--- src/rtl/bp_be_stride_prefetch_issuer.sv ---
// Turns confirmed stride-detector events into short prefetch bursts, tracking a small
// PC-keyed stream table and issuing through one registered valid/ready port.
module bp_be_stride_prefetch_issuer #(
  parameter int unsigned vaddr_width_p          = 39,
  parameter int unsigned stride_width_p         = 8,
  parameter int unsigned effective_addr_width_p = vaddr_width_p,
  parameter int unsigned streams_p              = 4,
  parameter int unsigned prefetch_depth_p       = 2
) (
  input  logic                              clk_i,
  input  logic                              reset_i,
  input  logic                              flush_i,
  input  logic                              start_discovery_i,
  input  logic                              confirm_discovery_i,
  input  logic [vaddr_width_p-1:0]          striding_pc_i,
  input  logic [effective_addr_width_p-1:0] eff_addr_i,
  input  logic [stride_width_p-1:0]         stride_i,
  output logic                              prefetch_v_o,
  output logic [effective_addr_width_p-1:0] prefetch_addr_o,
  input  logic                              prefetch_ready_and_i
);

  localparam int unsigned IdxW = $clog2(streams_p);
  localparam int unsigned EaW  = effective_addr_width_p;
  localparam int unsigned RemW = 3;

  typedef logic [IdxW-1:0] idx_t;
  typedef logic [RemW-1:0] rem_t;

  localparam rem_t DepthRem = rem_t'(prefetch_depth_p);

  typedef enum logic {e_empty, e_full} state_e;

  state_e                   state_q, state_d;
  logic [streams_p-1:0]     v_q, v_d;
  logic [vaddr_width_p-1:0] pc_q        [streams_p];
  logic [vaddr_width_p-1:0] pc_d        [streams_p];
  logic [EaW-1:0]           next_addr_q [streams_p];
  logic [EaW-1:0]           next_addr_d [streams_p];
  logic [EaW-1:0]           stride_q    [streams_p];
  logic [EaW-1:0]           stride_d    [streams_p];
  rem_t                     rem_q       [streams_p];
  rem_t                     rem_d       [streams_p];
  idx_t                     victim_q, victim_d;
  idx_t                     last_q, last_d;
  logic [EaW-1:0]           addr_q, addr_d;

  logic [EaW-1:0] stride_ext;
  logic [EaW-1:0] first_addr;
  logic           hit, any_inv;
  idx_t           hit_idx, inv_idx;
  logic           confirm_act, start_act, write_en, evict;
  idx_t           wr_idx;
  logic           sel_found;
  idx_t           sel_idx, cand;
  logic           can_load, bypass;

  assign stride_ext = {{(EaW - stride_width_p){stride_i[stride_width_p-1]}}, stride_i};
  assign first_addr = eff_addr_i + stride_ext;

  // PC match and lowest-index free slot (descending scan so the lowest index wins).
  always_comb begin
    hit     = 1'b0;
    hit_idx = '0;
    any_inv = 1'b0;
    inv_idx = '0;
    for (int i = int'(streams_p) - 1; i >= 0; i--) begin
      if (v_q[i] && (pc_q[i] == striding_pc_i)) begin
        hit     = 1'b1;
        hit_idx = idx_t'(i);
      end
      if (!v_q[i]) begin
        any_inv = 1'b1;
        inv_idx = idx_t'(i);
      end
    end
  end

  always_comb begin
    confirm_act = ~flush_i & confirm_discovery_i & (stride_i != '0);
    start_act   = ~flush_i & start_discovery_i & ~confirm_discovery_i & hit;
    write_en    = confirm_act | start_act;
    evict       = confirm_act & ~hit & ~any_inv;
    wr_idx      = hit ? hit_idx : (any_inv ? inv_idx : victim_q);
  end

  // Round-robin pick starting one past the last-loaded entry; entries being written
  // this cycle are skipped so the table update always wins.
  always_comb begin
    sel_found = 1'b0;
    sel_idx   = '0;
    cand      = '0;
    for (int k = 1; k <= int'(streams_p); k++) begin
      cand = last_q + idx_t'(k);
      if (!sel_found && v_q[cand] && (rem_q[cand] != '0) && !(write_en && (wr_idx == cand)))
      begin
        sel_found = 1'b1;
        sel_idx   = cand;
      end
    end
  end

  assign can_load = (state_q == e_empty) | prefetch_ready_and_i;
  // An empty output takes a fresh confirm directly, giving next-cycle valid.
  assign bypass   = (state_q == e_empty) & confirm_act & ~sel_found;

  always_comb begin
    state_d     = state_q;
    v_d         = v_q;
    pc_d        = pc_q;
    next_addr_d = next_addr_q;
    stride_d    = stride_q;
    rem_d       = rem_q;
    victim_d    = victim_q;
    last_d      = last_q;
    addr_d      = addr_q;

    if (flush_i) begin
      v_d     = '0;
      state_d = e_empty;
      addr_d  = '0;
    end else begin
      if (start_act) begin
        v_d[wr_idx] = 1'b0;
      end else if (confirm_act) begin
        v_d[wr_idx]         = 1'b1;
        pc_d[wr_idx]        = striding_pc_i;
        stride_d[wr_idx]    = stride_ext;
        next_addr_d[wr_idx] = first_addr;
        rem_d[wr_idx]       = DepthRem;
        if (evict) begin
          victim_d = victim_q + idx_t'(1);
        end
      end

      if (can_load) begin
        if (sel_found) begin
          addr_d               = next_addr_q[sel_idx];
          next_addr_d[sel_idx] = next_addr_q[sel_idx] + stride_q[sel_idx];
          rem_d[sel_idx]       = rem_q[sel_idx] - 3'd1;
          last_d               = sel_idx;
          state_d              = e_full;
        end else if (bypass) begin
          addr_d              = first_addr;
          next_addr_d[wr_idx] = first_addr + stride_ext;
          rem_d[wr_idx]       = DepthRem - 3'd1;
          last_d              = wr_idx;
          state_d             = e_full;
        end else begin
          addr_d  = '0;
          state_d = e_empty;
        end
      end
    end
  end

  always_ff @(posedge clk_i or posedge reset_i) begin
    if (reset_i) begin
      state_q  <= e_empty;
      v_q      <= '0;
      victim_q <= '0;
      last_q   <= '0;
      addr_q   <= '0;
      for (int i = 0; i < int'(streams_p); i++) begin
        pc_q[i]        <= '0;
        next_addr_q[i] <= '0;
        stride_q[i]    <= '0;
        rem_q[i]       <= '0;
      end
    end else begin
      state_q     <= state_d;
      v_q         <= v_d;
      victim_q    <= victim_d;
      last_q      <= last_d;
      addr_q      <= addr_d;
      pc_q        <= pc_d;
      next_addr_q <= next_addr_d;
      stride_q    <= stride_d;
      rem_q       <= rem_d;
    end
  end

  assign prefetch_v_o    = (state_q == e_full);
  assign prefetch_addr_o = addr_q;

endmodule
--- config.mk ---
export PLATFORM = sky130hd
export DESIGN_NAME = bp_be_stride_prefetch_issuer
export DESIGN_NICKNAME = d
export VERILOG_FILES = /design/src/rtl/bp_be_stride_prefetch_issuer.sv
export SDC_FILE = /design/constraint.sdc
export NUM_CORES = 2
export LEC_CHECK = 0
export CAP_MARGIN = 15
export CORE_MARGIN = 2
export CORE_UTILIZATION = 30
export DETAILED_ROUTE_END_ITERATION = 12
export GPL_TIMING_DRIVEN = 0
export PLACE_DENSITY = 0.57
export SYNTH_ARGS = -nofsm -noshare
export SYNTH_HDL_FRONTEND = slang
export SYNTH_SLANG_ARGS = --single-unit
--- constraint.sdc ---
create_clock -name clk_i -period 20.4 [get_ports clk_i]
set_clock_uncertainty 0.05 [all_clocks]
set_input_delay 5.1 -clock clk_i [delete_from_list [all_inputs] [get_ports clk_i]]
set_output_delay 5.1 -clock clk_i [all_outputs]
set_load 0.1 [all_outputs]
# Yosys cells after proc, flatten, opt, wreduce, memory -nomap -nowiden
# Cells that the tools add are included.
[word_totals]
register_bits = 528
input_bits = 92
output_inout_bits = 40
elab_cells = 220
[classes]
addsub = 8
order_cmp = 14
eq_ne = 8
muxes = 96
bitwise_logic = 33
n_reduce_logical = 40
[ops]
columns = ["operator", "count"]
rows = [
  ["156-bit two-way mux", 6],
  ["156-bit bitwise mux", 5],
  ["39-bit two-way mux", 10],
  ["39-bit binary-select mux with 2-bit select", 2],
  ["39-bit demux with 2-bit select", 2],
  ["39-bit equality test", 4],
  ["39-bit adder", 3],
  ["12-bit two-way mux", 6],
  ["3-bit two-way mux", 12],
  ["2-bit two-way mux", 16],
  ["3-bit binary-select mux with 2-bit select", 5],
  ["1-bit logical AND", 22],
  ["1-bit two-way mux", 21],
  ["3-bit greater-or-equal comparator, second input constant", 6],
  ["2-bit NOT with 3-bit output", 6],
  ["8-bit bitwise AND", 2],
  ["8-bit NOT", 2],
  ["2-bit by 3-bit < comparator with 1-bit output, second input constant", 5],
  ["3-bit nonzero test", 5],
  ["12-bit bitwise mux", 1],
  ["3-bit demux with 2-bit select", 2],
  ["4-bit two-way mux", 3],
  ["4-bit bitwise OR", 3],
  ["1-bit bitwise AND", 9],
  ["17 further kinds", 41],
]

# Depth between registers and ports, before layout
[logic_depth]
depth_word = 35
ltp_mapped = 35
ltp_nobuf = 28

# Worst setup path after synthesis
# No wires, ideal clock.
[synth_timing]
kind = "input to register"
from = "in striding_pc_i[34]"
to = "reg next_addr_q[66] (netlist bit)"
setup_ns = 0.126
arrival_time_ns = 12.828
required_time_ns = 20.224
slack_ns = 7.396
path_stages = 31
cell_sequence = "buf_6 xnor2_2 nand3_1 or4_4 or4_1 buf_2 a41oi_4 or2_2 buf_6 a21oi_2 o2111a_1 o31ai_4 buf_6 buf_2 buf_4 mux2i_1 a21oi_1 ha_1 a21o_1 a21o_1 a21o_1 a221oi_1 a31oi_1 nand4b_1 o211ai_1 a31oi_1 mux2i_1 a31oi_1 a21oi_1 nor2_1 a221o_1"
[synth_via]
elab_chain_cells = 35
[synth_rtl]
columns = ["element", "line_no", "source"]
rows = [
  ["start, declared", "15", "input logic [vaddr_width_p-1:0] striding_pc_i,"],
  ["39-bit equality test", "68", "if (v_q[i] && (pc_q[i] == striding_pc_i)) begin"],
  ["1-bit logical AND", "68", ""],
  ["2-bit two-way mux or 1-bit two-way mux (tied branches) (4 in a row)", "68", ""],
  ["2-bit two-way mux or 1-bit bitwise AND (tied branches)", "84, 81", ""],
  ["2-bit equality test or 1-bit bitwise OR (tied branches)", "95, 82", ""],
  ["1-bit logical AND", "95", "if (!sel_found && v_q[cand] && (rem_q[cand] != '0) && !(write_en && (wr_idx == cand)))"],
  ["1-bit zero test", "95", ""],
  ["1-bit logical AND", "95", ""],
  ["[16 not listed]", "--", ""],
  ["2-bit NOT with 3-bit output (implied by the code)", "139", "next_addr_d[sel_idx] = next_addr_q[sel_idx] + stride_q[sel_idx];"],
  ["39-bit binary-select mux with 2-bit select (tied with other cells)", "139", ""],
  ["39-bit two-way mux (implied by the code) or 1-bit logical AND (tied branches)", "139", ""],
  ["39-bit two-way mux (implied by the code)", "139", ""],
  ["39-bit adder or 39-bit demux with 2-bit select (tied branches)", "139", ""],
  ["156-bit bitwise mux", "139", ""],
  ["156-bit two-way mux", "137", "if (sel_found) begin"],
  ["156-bit two-way mux (*)", "136", "if (can_load) begin"],
  ["end signal, assigned", "177", "next_addr_q <= next_addr_d;"],
  ["end, declared", "38", "logic [EaW-1:0] next_addr_q [streams_p];"],
]
# Mark *: on every way between the ends. The rest lies on a longest branch, timed or not. The select of a mux whose other input is x is not followed.
# A chain may end at the register's enable or synchronous reset.

# Worst setup path after layout
[layout_timing]
from = "in striding_pc_i[31]"
to = "reg next_addr_q[75] (netlist bit)"
# The elaborated chain is that of the path after synthesis.

==> summary.md <==
| Metric | Value |
|---|---|
| Post-Layout Inst Area | 33,090 um^2 |
| Status | complete, no violations |
| Hold path endpoint | stride_q[2]$_DFFE_PP0P_ |
| Worst vdd rail ir drop | 0.05854 mV |
| Placed inst area | 31,540 um^2 |
| Crit path launch type | input port |
| Clk buf depth | 3 |
| Hold Startpoint | stride_q[2]$_DFFE_PP0P_ |
| RSZ-0062 raised after global routing | no |
| Max Clock Freq | approximately 70 MHz |
| Number of global-route vias before repair | 27.06k |
| First-pass GRT wire length | 183.6 mm |
| Clk_lat worst skew | 620 ps |
| Grt total ovfl | 0 |
| CTS Sinks | 404 |
| Port-buffer cells | 97 |
| R2R setup slack | 10,500 ps |
| Reg2reg end | next_addr_q[75]$_DFFE_PP0N_ |
| Ys async rst share | 1.000 |
| CTS HTree Levels | 2 |
| Met3 usage | 0.05522 |
| Post-detailed-route count of antenna-violating nets | 0 |
| PD cells | around 150 nW/um^2 |
| DP HPWL | around 91 mm |
| Number of nets in the layout | 3,780 |
| Reg2reg start | pc_q[74]$_DFFE_PP0P_ |
| Post-Syn Nets | 3,620 |
| Critical path fanouts, max | 25 |
| Cts repair resizes | 0 |
| Slew Limit Headroom | 0.1943 |
| Global Route Usage Sum | 0.2485 |
| Cell Int Power | 2.471 mW |
| Iteration-0 DRC count of the detailed router | 3,576 |
| CP required | about 21,000 ps |
| GR Layer Usage met1 | 0.3422 |
| # rows | 113 |
| TritonCTS buffer count | slightly below 50 |
| Detailed-route wire length | roughly 130 mm |
| Final period util | 0.7115 |
| Layout cells sized above 1 | 0.06304 |
| Clock Tree Root | clkbuf_16 |
| CTS tree | built |
| Post-CTS Hold Buffers | 0 |
| P_leak | 14.76 nW |
| DR DRC count | 0 |
| Clock network power share | 0.186 |
| Synth Flop Type | dfrtp_1 |
| Met2 Use GR | 0.3707 |
| TritonRoute pass-1 iters | 9 |
| Sw Ratio | 0.4891 |
| Via count | 28.52k |
| Final setup violation count | 0 |
| Fill count | between 9k and 10k |
| Core area | approximately 95,000 um^2 |
| Slew Viols, Final | 0 |
| Die width | 313.6 um |
| Post-synth EDFFs | 0 |
| Worst Tran Pin Value | 1209 ps |
| Initial antenna violation count | 6 |
| Share of power burned in registers | 0.243 |
| Hold path depth | 2 |
| Comb pwr share | 0.571 |
| I/O pins | 132 |
| Yosys cell types | 93 |
| Top Usage Layer GRT | met2 |
| Routability cong. | 1.012 |
| Vias per Instance | 5.861 |
| Largest net degree at the start of global routing | 101 |
| Die area | between 90,000 and 100,000 um^2 |
| Wire per inst | between 20 and 30 um |
| Die height | 313.6 um |
| R2r worst-path depth | 30 |
| Crit-path max cell delay | 870 ps |
| Multi-input gate area | about 17,000 um^2 |
| Synth warnings | 0 |
| Net Sw Power | 2.365 mW |
| Clock-pin slew on the worst setup and hold paths | 60 ps |
| Antenna cell count | 0 |
| Fin crit period | 14,510 ps |
| Most frequent cells in the layout | 647 x nand2_1, 404 x dfrtp_1, 231 x a21oi_1 |
| Reg area | about 10,000 um^2 |
| Initial Utilization | 0.3027 |
| Post-Synthesis Cells | around 3.4k |
| Final hold viol count | 0 |
| Average cell area after synthesis | 8.435 um^2 |
| Crit. End Element | flop |
| Yosys reg bits | 404 |
| Crit path DAT | 15,000 ps |
| Commonest non-fill, non-tap cell in the layout | nand2_1 |
| Layout overhead on the synthesized area | 15.06% |
| Setup TNS Final | 0 ps |
| Mapped Area | 28,760 um^2 |
| Max cap viols | 0 |
| Crit Path Class | in2reg |
| Post-CTS Setup Bufs | 0 |
| HP Class | reg2reg |
| Slowest stage cell, crit path | nor4_1 |
| Post-synthesis sequential area ratio | 0.3515 |
-- power by group through the flow --
stage / Combinational (mW) / Clock [mW] / Sequential, mW
after floorplan: 1.73 / 0 / 1.32
after global placement: 2.65 / 0 / 1.18
after detailed placement: 2.67 / 0 / 1.18
after CTS: 2.68 / 0.902 / 1.17
after global routing: 2.95 / 0.930 / 1.20
final: 2.76 / 0.898 / 1.18
-- cells in the mapped netlist (9+ instances only) --
cell type    n  share of area
a2111oi_0    9         0.0027
a211o_1     24         0.0073
a211oi_1    22         0.0057
a21o_1      45          0.012
a21oi_1    232          0.040
a221o_1     48          0.017
a221oi_1    24         0.0073
a22oi_1    110          0.029
a2bb2oi_1   10         0.0030
a31oi_1     37         0.0080
and2_1      17         0.0037
and3_1      14         0.0030
buf_1       14         0.0018
buf_2       61          0.011
buf_4       13         0.0034
clkbuf_1   134          0.017
dfrtp_1    404           0.35
ha_1       115          0.050
inv_1       67         0.0087
mux2_2      17         0.0067
mux2i_1    159          0.055
nand2_1    647          0.084
nand2b_1    40         0.0087
nand3_1     35         0.0061
nand4_1     47          0.010
nor2_1     220          0.029
nor2b_1     33         0.0072
nor3_1      38         0.0066
nor4_1      26         0.0057
o2111ai_1    9         0.0027
o211ai_1    18         0.0047
o21a_1      27         0.0070
o21ai_0    223          0.039
o21ai_1     11         0.0019
o21bai_1    16         0.0042
o221ai_1    20         0.0061
o22a_1      34          0.010
o22ai_1     18         0.0039
o31ai_1     10         0.0026
xnor2_1    174          0.053
xor2_1      59          0.018
-- kinds of logic (layout without fill, tap and decap cells) --
family                   after synthesis  after routing  synth area share
AND/OR/NAND/NOR                     1145           1145            0.1720
buffers and inverters                295            486           0.04394
XOR/XNOR                             234            234           0.07152
adder cells (fa/ha/maj)              118            118           0.05211
multiplexers                         177            177           0.06238
flip-flops                           404            404            0.3515
AO/OA/AOI/OAI                       1037           1037            0.2465
-- cell type report --
type,instances,area share
flip-flops and latches,404,0.3055
clock buffers,65,0.04008
inverters,68,0.007940
repair buffers,109,0.03569
well taps,1265,0.04783
multi-input cells,2711,0.5260
clock inverters,17,0.006503
plain buffers,227,0.03047
-- how the worst max path moves through the flow --
stage | slack (ps) | endpoint | startpoint
global placement | -2460 | next_addr_q[48]$_DFFE_PP0N_ | reset_i
global route | 5550 | next_addr_q[75]$_DFFE_PP0N_ | striding_pc_i[31]
CTS | 6190 | next_addr_q[36]$_DFFE_PP0N_ | striding_pc_i[31]
floorplan | 4010 | last_q[0]$_DFFE_PP0P_ | reset_i
finish | 5890 | next_addr_q[75]$_DFFE_PP0N_ | striding_pc_i[31]
detailed placement | 5610 | next_addr_q[75]$_DFFE_PP0N_ | striding_pc_i[31]
-- per-stage QoR --
step,util,power [mW],hold WS (ps),cells,worst slack (ps)
2_1_floorplan,-,3.048,389.8,3410,4012
5_1_grt,0.3483,5.080,450.6,4866,5550
4_1_cts,0.3482,4.755,424.7,4865,6188
3_3_place_gp,0.3296,3.832,406.0,4772,-2462
3_5_place_dp,0.3320,3.850,410.7,4783,5609
6_report,0.3483,4.836,423.4,4866,5886
-- critical path, delay by kind of cell --
kind            cells  cell delay (ps)
simple gates        6             2260
compound gates     15             4250
fa+ha+maj           1              410
xor+xnor            2              650
buf+inv             7             2270
-- routing by layer --
layer  wire length, um  vias to the layer above
met5                23                        -
met4              6197                        6
met3             12980                      387
met2             53050                     1615
met1             53070                    13850
li1                  -                    12660
-- sequential cells by signal (all words and copies together), names as in the netlist --
name / count
prefetch_addr_o: 39
v_q: 4
victim_q: 2
rem_q: 12
pc_q: 156
prefetch_v_o: 1
stride_q: 32
last_q: 2
next_addr_q: 156
Note: power is estimated with default switching activity, not from simulation.
